===== src/rtl/uart_rx.sv =====
// 8N1 UART receiver: start-bit qualification at mid-bit, 8 data bits LSB first,
// a one-byte holding register with read strobe, and sticky framing/overrun flags.
module uart_rx #(
  parameter int CLK_HZ   = 24_000_000,
  parameter int BIT_RATE = 115_200
) (
  input  logic       clk,
  input  logic       rst,
  input  logic       uart_rxd,
  output logic [7:0] rx_data,
  output logic       rx_valid,
  input  logic       rx_ack,
  output logic       framing_error,
  output logic       overrun,
  input  logic       err_clear,
  output logic       rx_busy,
  output logic [2:0] dbg_state
);

  localparam int CPB   = CLK_HZ / BIT_RATE;
  localparam int HALF  = CPB / 2;
  localparam int CNT_W = (CPB > 2) ? $clog2(CPB) : 1;

  typedef enum logic [2:0] {
    IDLE      = 3'd0,
    START     = 3'd1,
    DATA      = 3'd2,
    STOP      = 3'd3,
    WAIT_HIGH = 3'd4
  } state_t;

  state_t           state_q;
  logic [1:0]       sync_q;
  logic [CNT_W-1:0] cnt_q;
  logic [2:0]       bit_idx_q;
  logic [7:0]       shift_q;
  logic [7:0]       data_q;
  logic             valid_q;
  logic             fe_q;
  logic             ov_q;
  logic             busy_q;
  logic             rxd_s;

  assign rxd_s = sync_q[1];

  // Later non-blocking assignments override earlier ones, so flag sets in the
  // case below take priority over err_clear / rx_ack on the same edge.
  always_ff @(posedge clk) begin
    if (rst) begin
      state_q   <= IDLE;
      sync_q    <= 2'b11;
      cnt_q     <= '0;
      bit_idx_q <= '0;
      shift_q   <= '0;
      data_q    <= 8'h00;
      valid_q   <= 1'b0;
      fe_q      <= 1'b0;
      ov_q      <= 1'b0;
      busy_q    <= 1'b0;
    end else begin
      sync_q <= {sync_q[0], uart_rxd};
      if (err_clear) begin
        fe_q <= 1'b0;
        ov_q <= 1'b0;
      end
      if (rx_ack && valid_q) valid_q <= 1'b0;

      case (state_q)
        IDLE: begin
          cnt_q <= '0;
          if (!rxd_s) begin
            state_q <= START;
            busy_q  <= 1'b1;
          end
        end
        START: begin
          cnt_q <= cnt_q + CNT_W'(1);
          if (cnt_q == CNT_W'(HALF - 1)) begin
            cnt_q <= '0;
            if (rxd_s) begin
              state_q <= IDLE;
              busy_q  <= 1'b0;
            end else begin
              state_q   <= DATA;
              bit_idx_q <= '0;
            end
          end
        end
        DATA: begin
          cnt_q <= cnt_q + CNT_W'(1);
          if (cnt_q == CNT_W'(CPB - 1)) begin
            cnt_q   <= '0;
            shift_q <= {rxd_s, shift_q[7:1]};
            if (bit_idx_q == 3'd7) begin
              state_q <= STOP;
            end else begin
              bit_idx_q <= bit_idx_q + 3'd1;
            end
          end
        end
        STOP: begin
          cnt_q <= cnt_q + CNT_W'(1);
          if (cnt_q == CNT_W'(CPB - 1)) begin
            cnt_q <= '0;
            if (rxd_s) begin
              data_q  <= shift_q;
              valid_q <= 1'b1;
              // A read on this same edge frees the register, so no overrun.
              if (valid_q && !rx_ack) ov_q <= 1'b1;
              state_q <= IDLE;
              busy_q  <= 1'b0;
            end else begin
              fe_q    <= 1'b1;
              state_q <= WAIT_HIGH;
            end
          end
        end
        WAIT_HIGH: begin
          cnt_q <= '0;
          if (rxd_s) begin
            state_q <= IDLE;
            busy_q  <= 1'b0;
          end
        end
        default: begin
          state_q <= IDLE;
          cnt_q   <= '0;
          busy_q  <= 1'b0;
        end
      endcase
    end
  end

  assign rx_data       = data_q;
  assign rx_valid      = valid_q;
  assign framing_error = fe_q;
  assign overrun       = ov_q;
  assign rx_busy       = busy_q;
  assign dbg_state     = state_q;

endmodule


===== config.mk =====
export PLATFORM = sky130hd
export DESIGN_NAME = uart_rx
export DESIGN_NICKNAME = d
export VERILOG_FILES = /design/src/rtl/uart_rx.sv
export SDC_FILE = /design/constraint.sdc
export NUM_CORES = 1
export LEC_CHECK = 0
export ABC_AREA = 1
export CAP_MARGIN = 40
export CORE_ASPECT_RATIO = 1.5
export CORE_MARGIN = 5
export CORE_UTILIZATION = 49
export CTS_CLUSTER_DIAMETER = 200
export DETAILED_ROUTE_END_ITERATION = 7
export PLACE_DENSITY = 0.75
export RECOVER_POWER = 25
export SYNTH_ARGS = -nofsm -noshare
export SYNTH_HDL_FRONTEND = slang
export SYNTH_SLANG_ARGS = --single-unit

===== constraint.sdc =====
create_clock -name clk -period 1.25 [get_ports clk]
set_input_delay 0.25 -clock clk [delete_from_list [all_inputs] [get_ports clk]]
set_output_delay 0.25 -clock clk [all_outputs]
set_load 0.01 [all_outputs]

==> flow_summary.ini <==
[cells_and_area]
fillCellCount = 220
n_antenna_cell = 0
nNetsFinal = 278
final_common_cell = nand2_1
layout_common_cells = nand2_1, nor2_1, dfxtp_1
stdcell_area_mm2 = 0.00242
drive_gt1_share_pct = 45.0
syn_to_final_growth_pct = 49.6

[detailed_routing]
vias_per_cell = 5.16
drt_iter0_markers = 46
ant_nets = 0
drt_wl_total_um = 4440
drt_pre_antenna_iters = 5
num_vias = 1605
drc = 0
wire_per_inst_um = 14.3

[yosys]
synthAdderAreaFrac_pct = 2.32
synthCells = 221
syn_area_per_cell_um2 = 7.31
synth_ff_type = dfxtp_1
synth_xor_area_share_pct = 1.63
ys_warn_count = 0
synthArstFlopShare_pct = 0
syn_nets = 229
synth_top_area_share_pct = 44.6
synth_mux_area_share_pct = 0
seq_area_frac_synth_pct = 44.6
synth-edff-count = 0
synth-simple-area-share_pct = 36.2
synth_cell_types = 29
synth_compound_area_share_pct = 8.13
yosys.area.top_type = dfxtp_1
synth_top_family_by_area = simple AND/OR/NAND/NOR gates
syn_area_mm2 = 0.00162
synthTopCellsByArea = dfxtp_1, nand2_1, nor2_1
ys_ff_latch = 36

[cts]
clk_latency_ns = 0.29
path_clk_slew_ns = 0.07
cts_inserted_buffers = 5
cts_sinks = 36
cts_tree = done
htreeDepth = 2
ctsRootBufferMaster = clkbuf_8
cts_buffer_depth = 2
postCtsHoldBufs = 0

[die]
start_util_pct = 51.2
die_area_mm2 = 0.00457
std_cell_rows = 25
core-area_mm2 = 0.00316
ioPinCount = 20
die-width_um = 56.9
die_h_um = 80.3

[worst_setup_path]
cp.arrival_ns = 1.68
start_kind = flip-flop
cp.required_ns = 1.43
setup.worst_path.end_class = flip-flop
path_class = flip-flop to flip-flop
critPathMaxFanout = 2

[sta]
rsz0062_at_grt = true
postLayoutSetupSlackWorst_ns = -0.253
period_needed_ns = 1.50
setup_violations = 27
timing.final.crit_share_pct = 120
hold_viol = 0
report.final.slew_viol_count = 0
tightest_slew_ns = 0.437
max_slew_margin_pct = 70.6
max_freq_mhz = 666
fin_skew_ns = 0.00752

[pwr]
p_sw_share_pct = 36.6
p_int_mw = 2.15
seqPwrFrac_pct = 40.4
combinationalPowerShare_pct = 35.3
power-per-cell-area_mw_per_mm2 = 1400
power_frac_clock_pct = 24.3
power.total_mw = 3.39
leakage_nw = 0.990
switching_power_mw = 1.24
peakVddDrop_uv = 1340

[global_routing]
antenna_found_initial = 0
grt_overflow = 0
grt_pass1_vias = 1641
grt_pass1_wl_um = 7090
track_usage_pct = 20.2
grt_max_degree = 17

[status]
run_status = complete, but fails checks
violations = setup timing

[place]
detailedPlace.worstSlack_ns = -0.178
hpwl_um = 2520
globalplace.congestion = 0.852
portBuffers = 19
placed_area_mm2 = 0.00202

[worst_hold_path]
hold_class = flip-flop to flip-flop

[flow_run]
cap_viol_max_count = 0
-- worst max-delay path, cell delays in order, from the launching register on --
cell      delay [ns]
dfxtp_2         0.34
ha_4            0.16
ha_4            0.14
nand3b_1        0.22
buf_4           0.19
nand2_4         0.07
buf_4           0.11
nor3_2          0.03
o21a_1          0.12
-- cell families (layout without fill, tap and decap cells) --
logic type | count (synthesis) | count (layout)
compound gates | 24 | 24
flops | 36 | 36
xor+xnor | 3 | 3
simple gates | 129 | 129
buf+inv | 26 | 76
fa+ha+maj | 3 | 3
-- cell usage after synthesis (2+ instances only) --
library cell	instances
nand2_1	60
dfxtp_1	36
nor2_1	31
a21oi_1	18
inv_1	16
nand3_1	16
nand2_2	5
inv_2	4
nor3_1	4
ha_1	3
nand3_2	3
xor2_1	3
clkbuf_1	2
nor2_2	2
o21a_1	2
o21ai_0	2
or2_2	2
-- sequential cells by signal, summed over array words and instances, names as in the netlist --
register / cells
overrun: 1
cnt_q: 8
rx_busy: 1
rx_valid: 1
sync_q: 2
rx_data: 8
framing_error: 1
shift_q: 8
bit_idx_q: 3
dbg_state: 3
-- metrics by stage --
stage / instances / TNS [ns] / hold slack (ns) / utilization [%]
finish: 311 / -4.38 / 0.417 / 76.6
global route: 311 / -6.35 / 0.433 / 76.6
CTS: 309 / -2.99 / 0.420 / 72.1
detailed placement: 297 / -3.67 / 0.402 / 63.8
global placement: 297 / -2.54 / 0.391 / 63.8
floorplan: 221 / -0.0588 / 0.354 / -
-- final cells by class --
class	count	area [um^2]	share of cell area (%)
Multi-Input combinational cell	159	1060	43.9
Sequential cell	36	733	30.3
Timing Repair Buffer	46	390	16.1
Inverter	21	86.3	3.57
Clock buffer	6	72.6	3.00
Tap cell	40	50.0	2.07
Clock inverter	2	16.3	0.673
Timing Repair inverter	1	8.76	0.362
-- per-layer routing --
metal,part of all wire (%),GRT usage (%),wire [um],vias to the layer above
met2,55,38.1,2420,42
met3,3.5,5.31,156,16
met4,3.3,10.7,145,0
li1,-,-,-,791
met5,0,0,0,-
met1,39,19.3,1710,756
-- power groups by stage --
| stage | registers (mW) | clock network (mW) | logic [mW] |
|---|---|---|---|
| 3_3_place_gp | 1.35 | 0 | 0.883 |
| 5_1_grt | 1.37 | 0.888 | 1.30 |
| 4_1_cts | 1.36 | 0.840 | 1.02 |
| 2_1_floorplan | 1.37 | 0 | 0.595 |
| 6_report | 1.37 | 0.824 | 1.20 |
| 3_5_place_dp | 1.35 | 0 | 0.896 |
-- final timing paths --
check,end,start,cells after the start,slack (ns)
max,dbg_state[0]$_SDFFE_PP0P_,bit_idx_q[1]$_SDFFE_PP0P_,8,-0.25
min,sync_q[1]$_SDFF_PP1_,sync_q[0]$_SDFF_PP1_,1,0.42
max reg2reg,dbg_state[0]$_SDFFE_PP0P_,bit_idx_q[1]$_SDFFE_PP0P_,8,-0.25
min reg2reg,sync_q[1]$_SDFF_PP1_,sync_q[0]$_SDFF_PP1_,1,0.42
-- repair_timing --
action	CTS	global route
endpoints found under the setup margin	47	35
resized for setup	63	38
pin swaps	21	15
setup buffers	2	2
gates cloned	2	0
Note: power is estimated with default switching activity, not from simulation.
==> patch 1, RTL diff (config.mk and constraints unchanged) <==
Add an input register stage for `uart_rxd`; this delays it by one clock. The other inputs are not delayed to match.
--- a/src/rtl/uart_rx.sv
+++ b/src/rtl/uart_rx.sv
@@ -31,2 +31,8 @@
 
+  logic uart_rxd_q;
+
+  always_ff @(posedge clk) begin
+    uart_rxd_q <= uart_rxd;
+  end
+
   state_t           state_q;
@@ -60,3 +66,3 @@
     end else begin
-      sync_q <= {sync_q[0], uart_rxd};
+      sync_q <= {sync_q[0], uart_rxd_q};
       if (err_clear) begin
Check against the original RTL: not equivalent (Yosys sat finds a counterexample within 4 cycles, from zero or initial values and one cycle with rst high).
==> patch 1 against the original RTL <==
  * The flow still finishes with violations (negative setup slack)
  * Worst setup slack gained 0.12 ns
  * Sequential cell count grew 1
  * Wire length shrank 12%
  * First-iteration DRC count shrank 57%
  * Power grew 3.8%
  * Non-clock buffer count grew 1
  * Final area shrank 4.1%
  * Synthesized area is essentially flat
  * Critical endpoint is now shift_q[4]$_SDFFE_PP0P_
  * Highest routed layer unchanged
==> patch 1: results (changes against the original RTL) <==
Drt
  – Max layer used: met4
  – Met1 layer wirelength in the final routing: 1.46 mm (-15%)
  – Total iterations of the first detailed-routing run: 4 (-1)
  – Via total after detailed routing: 1,496 (-6.8%)
  – Violation count after the first detailed-route iteration: 20 (-57%)
  – Wire length on met3: 95 µm (-39%)
  – Routed Wire Length: 3.91 mm (-12%)
  – Total length of routed met2 wires: 2.22 mm (-8.4%)
  – Via density per instance: 4.97 (-3.7%)

Logic synthesis
  – Count of different cell masters after synthesis: 27 (-6.9%)
  – Number of standard cells after synthesis: 210 (-5.0%)
  – Syn nets: 218 (-4.8%)
  – Cells taking the most area after synthesis: dfxtp_1 (46%), nand2_1 (8.1%), nor2_1 (7.2%)
  – Portion of the post-synthesis area used by sequential elements: 45.8% (+1.2 points)
  – Commonest cells in the netlist: dfxtp_1 (37), nand2_1 (35), nor2_1 (31)
  – Async S/R FF share, synth: 0% (unchanged)

Layout
  – Layout net count: 268 (-3.6%)
  – Fraction of layout instances using a drive strength above 1: 36.0% (-9.0 points)
  – Synth-to-layout area growth: 43.4%
  – Fill cells: 228 (+3.6%)

Outcome
  – Violated checks: negative setup slack
  – Result of the run: complete, but fails checks

Worst setup path
  – Data arrival, critical path: 1.56 ns (-0.12 ns)
  – Critical Path Fanout Max: 16 (+14)
  – Crit-path leading delay family: simple AND/OR/NAND/NOR gates
  – Biggest cell delay along the critical path: 0.36 ns (+0.02 ns)

GRT
  – Vias in the first global route: 1,560 (-4.9%)
  – Combined global-route utilization of all metal layers: 19.0% (-1.1 points)
  – Pin count of the biggest net entering global routing: 22 (+5)
  – Global-route track usage on met2: 36.6% (-1.5 points)
  – GR Layer Usage met3: 3.05% (-2.3 points)
  – First-pass GRT wire length: 6.80 mm (-4.1%)
  – M1 GR Usage: 18.5% (-0.90 points)
  – Most crowded layer after global routing: met2

Timing
  – Smallest setup slack after layout: -0.129 ns (+0.124 ns)
  – Maximum clock skew at final layout: 0.00956 ns (+0.00204 ns)
  – Max-slew headroom at the worst pin: 69.8% (-0.87 points)
  – Final TNS setup: -2.04 ns (+2.34 ns)
  – Final setup violation count: 27 (unchanged)

Clocking
  – Clock tree buffer depth: 2 (unchanged)
  – Cell chosen for the clock root: clkbuf_8
  – H-tree levels: 2 (unchanged)
  – Clock slew seen by the registers of the worst setup and hold paths: 0.08 ns

Placement
  – Gp weighted congestion: 0.885 (+3.9%)
  – Placement-stage cell area: 2080 µm² (+3.0%)
  – Worst slack, placed: -0.161 ns (+0.0172 ns)
  – Number of buffers inserted by port buffering: 19 (unchanged)
  – Inst Count DP: 290 (-2.4%)
  – HPWL reported at the end of detailed placement: 2.73 mm (+8.5%)

Power
  – Leak Pwr: 1.04 nW (+4.9%)
  – Max VDD drop: 1.35 mV (+1.1%)
-- patch 1: cell count changes after synthesis, sizes merged, moves of 2 or more --
cell and change:
o21ai +16, o21a -2, inv +8, nand3 -12, nand2 -24
-- patch 1: final timing paths --
path / startpoint / to / slack (ns) / cells past startpoint
setup / recovery: cnt_q[1]$_SDFF_PP0_ / shift_q[4]$_SDFFE_PP0P_ / -0.13 / 8
hold / removal: sync_q[0]$_SDFF_PP1_ / sync_q[1]$_SDFF_PP1_ / 0.41 / 1
setup reg to reg: cnt_q[1]$_SDFF_PP0_ / shift_q[4]$_SDFFE_PP0P_ / -0.13 / 8
hold reg to reg: sync_q[0]$_SDFF_PP1_ / sync_q[1]$_SDFF_PP1_ / 0.41 / 1
-- patch 1: cell families after synthesis --
logic type	synth area share, %
flops	45.8
compound gates	13.2
xor+xnor	1.62
simple gates	29.1
buf+inv	7.97
fa+ha+maj	2.32
-- patch 1: cell type report --
| cell class | instances | area share [%] |
|---|---|---|
| Inverter | 28 | 4.75 |
| Clock buffer | 7 | 4.15 |
| Clock inverter | 1 | 0.216 |
| Timing Repair Buffer | 47 | 18.0 |
| Tap cell | 40 | 2.16 |
| Multi-Input combinational cell | 141 | 38.0 |
| Sequential cell | 37 | 32.7 |
-- patch 1: power breakdown --
part / internal [mW] / switching, mW / total (mW)
registers: 1.29 / 0.111 / 1.40
logic: 0.533 / 0.676 / 1.21
clock network: 0.498 / 0.415 / 0.913
-- patch 1: timing repair --
item / CTS / global route
pin swaps: 6 / 6
gates cloned: 0 / 0
endpoints found under the setup margin: 43 / 36
endpoints found under the hold margin: 0 / 0
gates resized for setup: 45 / 15
setup buffers: 1 / 3
==> patch 2, RTL diff (same settings) <==
Without the edit above. The parameter `CLK_HZ` goes from 24_000_000 to 48_000_000.
--- a/src/rtl/uart_rx.sv
+++ b/src/rtl/uart_rx.sv
@@ -3,3 +3,3 @@
 module uart_rx #(
-  parameter int CLK_HZ   = 24_000_000,
+  parameter int CLK_HZ   = 48_000_000,
   parameter int BIT_RATE = 115_200
Check against the original RTL: no difference found for any inputs over 10 cycles, from zero or initial values and one cycle with rst high; that may be too few to reach the edited logic, so the function may still have changed.
==> patch 2 against the original RTL <==
  * The flow still finishes with violations (negative setup slack)
  * Die area increased by 2.8%
  * Sequential cell count increased by 1
  * Wire length decreased by 9.5%
  * Final area decreased by 3.3%
  * Via count increased by 0.62%
  * Non-clock buffer count increased by 8
  * Power increased by 9.3%
  * Sequential share of layout area increased by 1.7 points
  * Worst setup slack improved by 0.076 ns
  * Synthesized area increased by 3.3%
  * Clock power increased by 2%
  * Critical path type unchanged
==> patch 2: results (changes against the original RTL) <==
Timing
  – Maximum clock skew at final layout: 0.00671 ns (-0.000806 ns)
  – Final setup violation count: 35 (+30%)
  – Final TNS setup: -4.58 ns (-0.194 ns)
  – Smallest setup slack after layout: -0.177 ns (+0.0758 ns)
  – Worst-margin pin slew: 0.262 ns (-0.176 ns)

Outcome
  – Violated checks: negative setup slack
  – Result of the run: complete, but fails checks

Worst setup path
  – Startpoint of the worst register-to-register path: cnt_q[0]$_SDFF_PP0_
  – FF-to-FF path depth: 10 (+2)
  – Reg2reg end: cnt_q[8]$_SDFF_PP0_
  – Setup crit end: cnt_q[8]$_SDFF_PP0_
  – Crit-path leading delay family: simple AND/OR/NAND/NOR gates
  – Worst setup path start: cnt_q[0]$_SDFF_PP0_

Layout
  – Register containing the most flip-flops in the final layout: cnt_q
  – Final non-clock buffer share: 18.5% (+2.3 points)
  – Fill cells: 269 (+22%)
  – Share of cell area taken by flip-flops and latches: 32.0% (+1.7 points)
  – Multi-input combinational cell count: 155 (-2.5%)
  – Portion of the layout cell area used by clock cells: 3.69% (+0.019 points)
  – Number of ordinary inverters in the final layout: 24 (+9.1%)
  – Fraction of layout instances using a drive strength above 1: 33.2% (-12 points)
  – Area of combinational cells with multiple inputs: 930 µm² (-12%)
  – Clock buffers: 7 (+1)
  – Proportion of cell area occupied by multi-input gates: 39.8% (-4.1 points)

Logic synthesis
  – Cells taking the most area after synthesis: dfxtp_1 (44%), nor2_1 (12%), nand2_1 (6.3%)
  – Portion of the post-synthesis area used by sequential elements: 44.3% (-0.24 points)
  – Commonest cells in the netlist: nor2_1 (54), dfxtp_1 (37), nand2_1 (28)
  – Number of standard cells after synthesis: 220 (-0.45%)
  – Most used flip-flop cell after synthesis: dfxtp_1
  – Count of different cell masters after synthesis: 27 (-6.9%)

Drt
  – Via density per instance: 5.06 (-1.9%)
  – Post-detailed-route wirelength per cell: 12.6 µm (-12%)
  – Routed Wire Length: 4.02 mm (-9.5%)

GRT
  – Pin count of the biggest net entering global routing: 16 (-1)
  – Vias in the first global route: 1,658 (+1.0%)
  – Combined global-route utilization of all metal layers: 19.3% (-0.86 points)
  – First-pass GRT wire length: 6.91 mm (-2.5%)

Power
  – Net Switching: 1.37 mW (+11%)
  – Max VDD drop: 1.39 mV (+4.1%)
  – Switching share of power: 37.0% (+0.44 points)
  – Proportion of power drawn by the clock network: 22.6% (-1.7 points)
  – Sequential power: 1.33 mW (-3%)
  – Leak Pwr: 1.11 nW (+12%)

Clocking
  – Number of clock sinks: 37 (+2.8%)

Placement
  – Inst Count DP: 307 (+3.4%)
  – Worst slack, placed: -0.210 ns (-0.0319 ns)
  – HPWL reported at the end of detailed placement: 2.85 mm (+13%)
  – Gp weighted congestion: 0.911 (+7.0%)
  – Placement-stage cell area: 2140 µm² (+6.4%)

Min path
  – Path type of the worst min-delay path: reg -> reg
-- patch 2: cell count changes after synthesis, moves of 3 or more --
cell	unedited run	this run
a21oi_1	18	6
o21ai_1	0	3
nand3_1	16	10
o21ai_0	2	14
xor2_1	3	6
nand2_1	60	28
nand3_2	3	0
inv_1	16	23
inv_2	4	1
nor3_1	4	9
nor2_1	31	54
-- patch 2: routing by layer --
layer	vias up	routed length, µm	track usage, %
met5	-	0	0
met4	0	191	13.7
li1	803	-	-
met3	22	151	5.19
met2	41	2230	35.4
met1	749	1440	18.1
-- patch 2: repair_timing --
action | in CTS | in global routing
buffers inserted | 2 | 1
gates cloned | 2 | 0
resized for setup | 44 | 11
setup endpoints to repair | 50 | 36
pin swaps | 13 | 2
-- patch 2: logic make-up (layout without fill, tap and decap cells) --
family	Yosys count	count (layout)	synth area share, %
adders and majority gates	3	3	2.25
DFF	37	37	44.3
and+or+nand+nor	118	120	34.0
xor gates and xnor gates	7	7	3.67
buffers and inverters	30	85	7.86
AOI/OAI and AO/OA	25	25	7.87
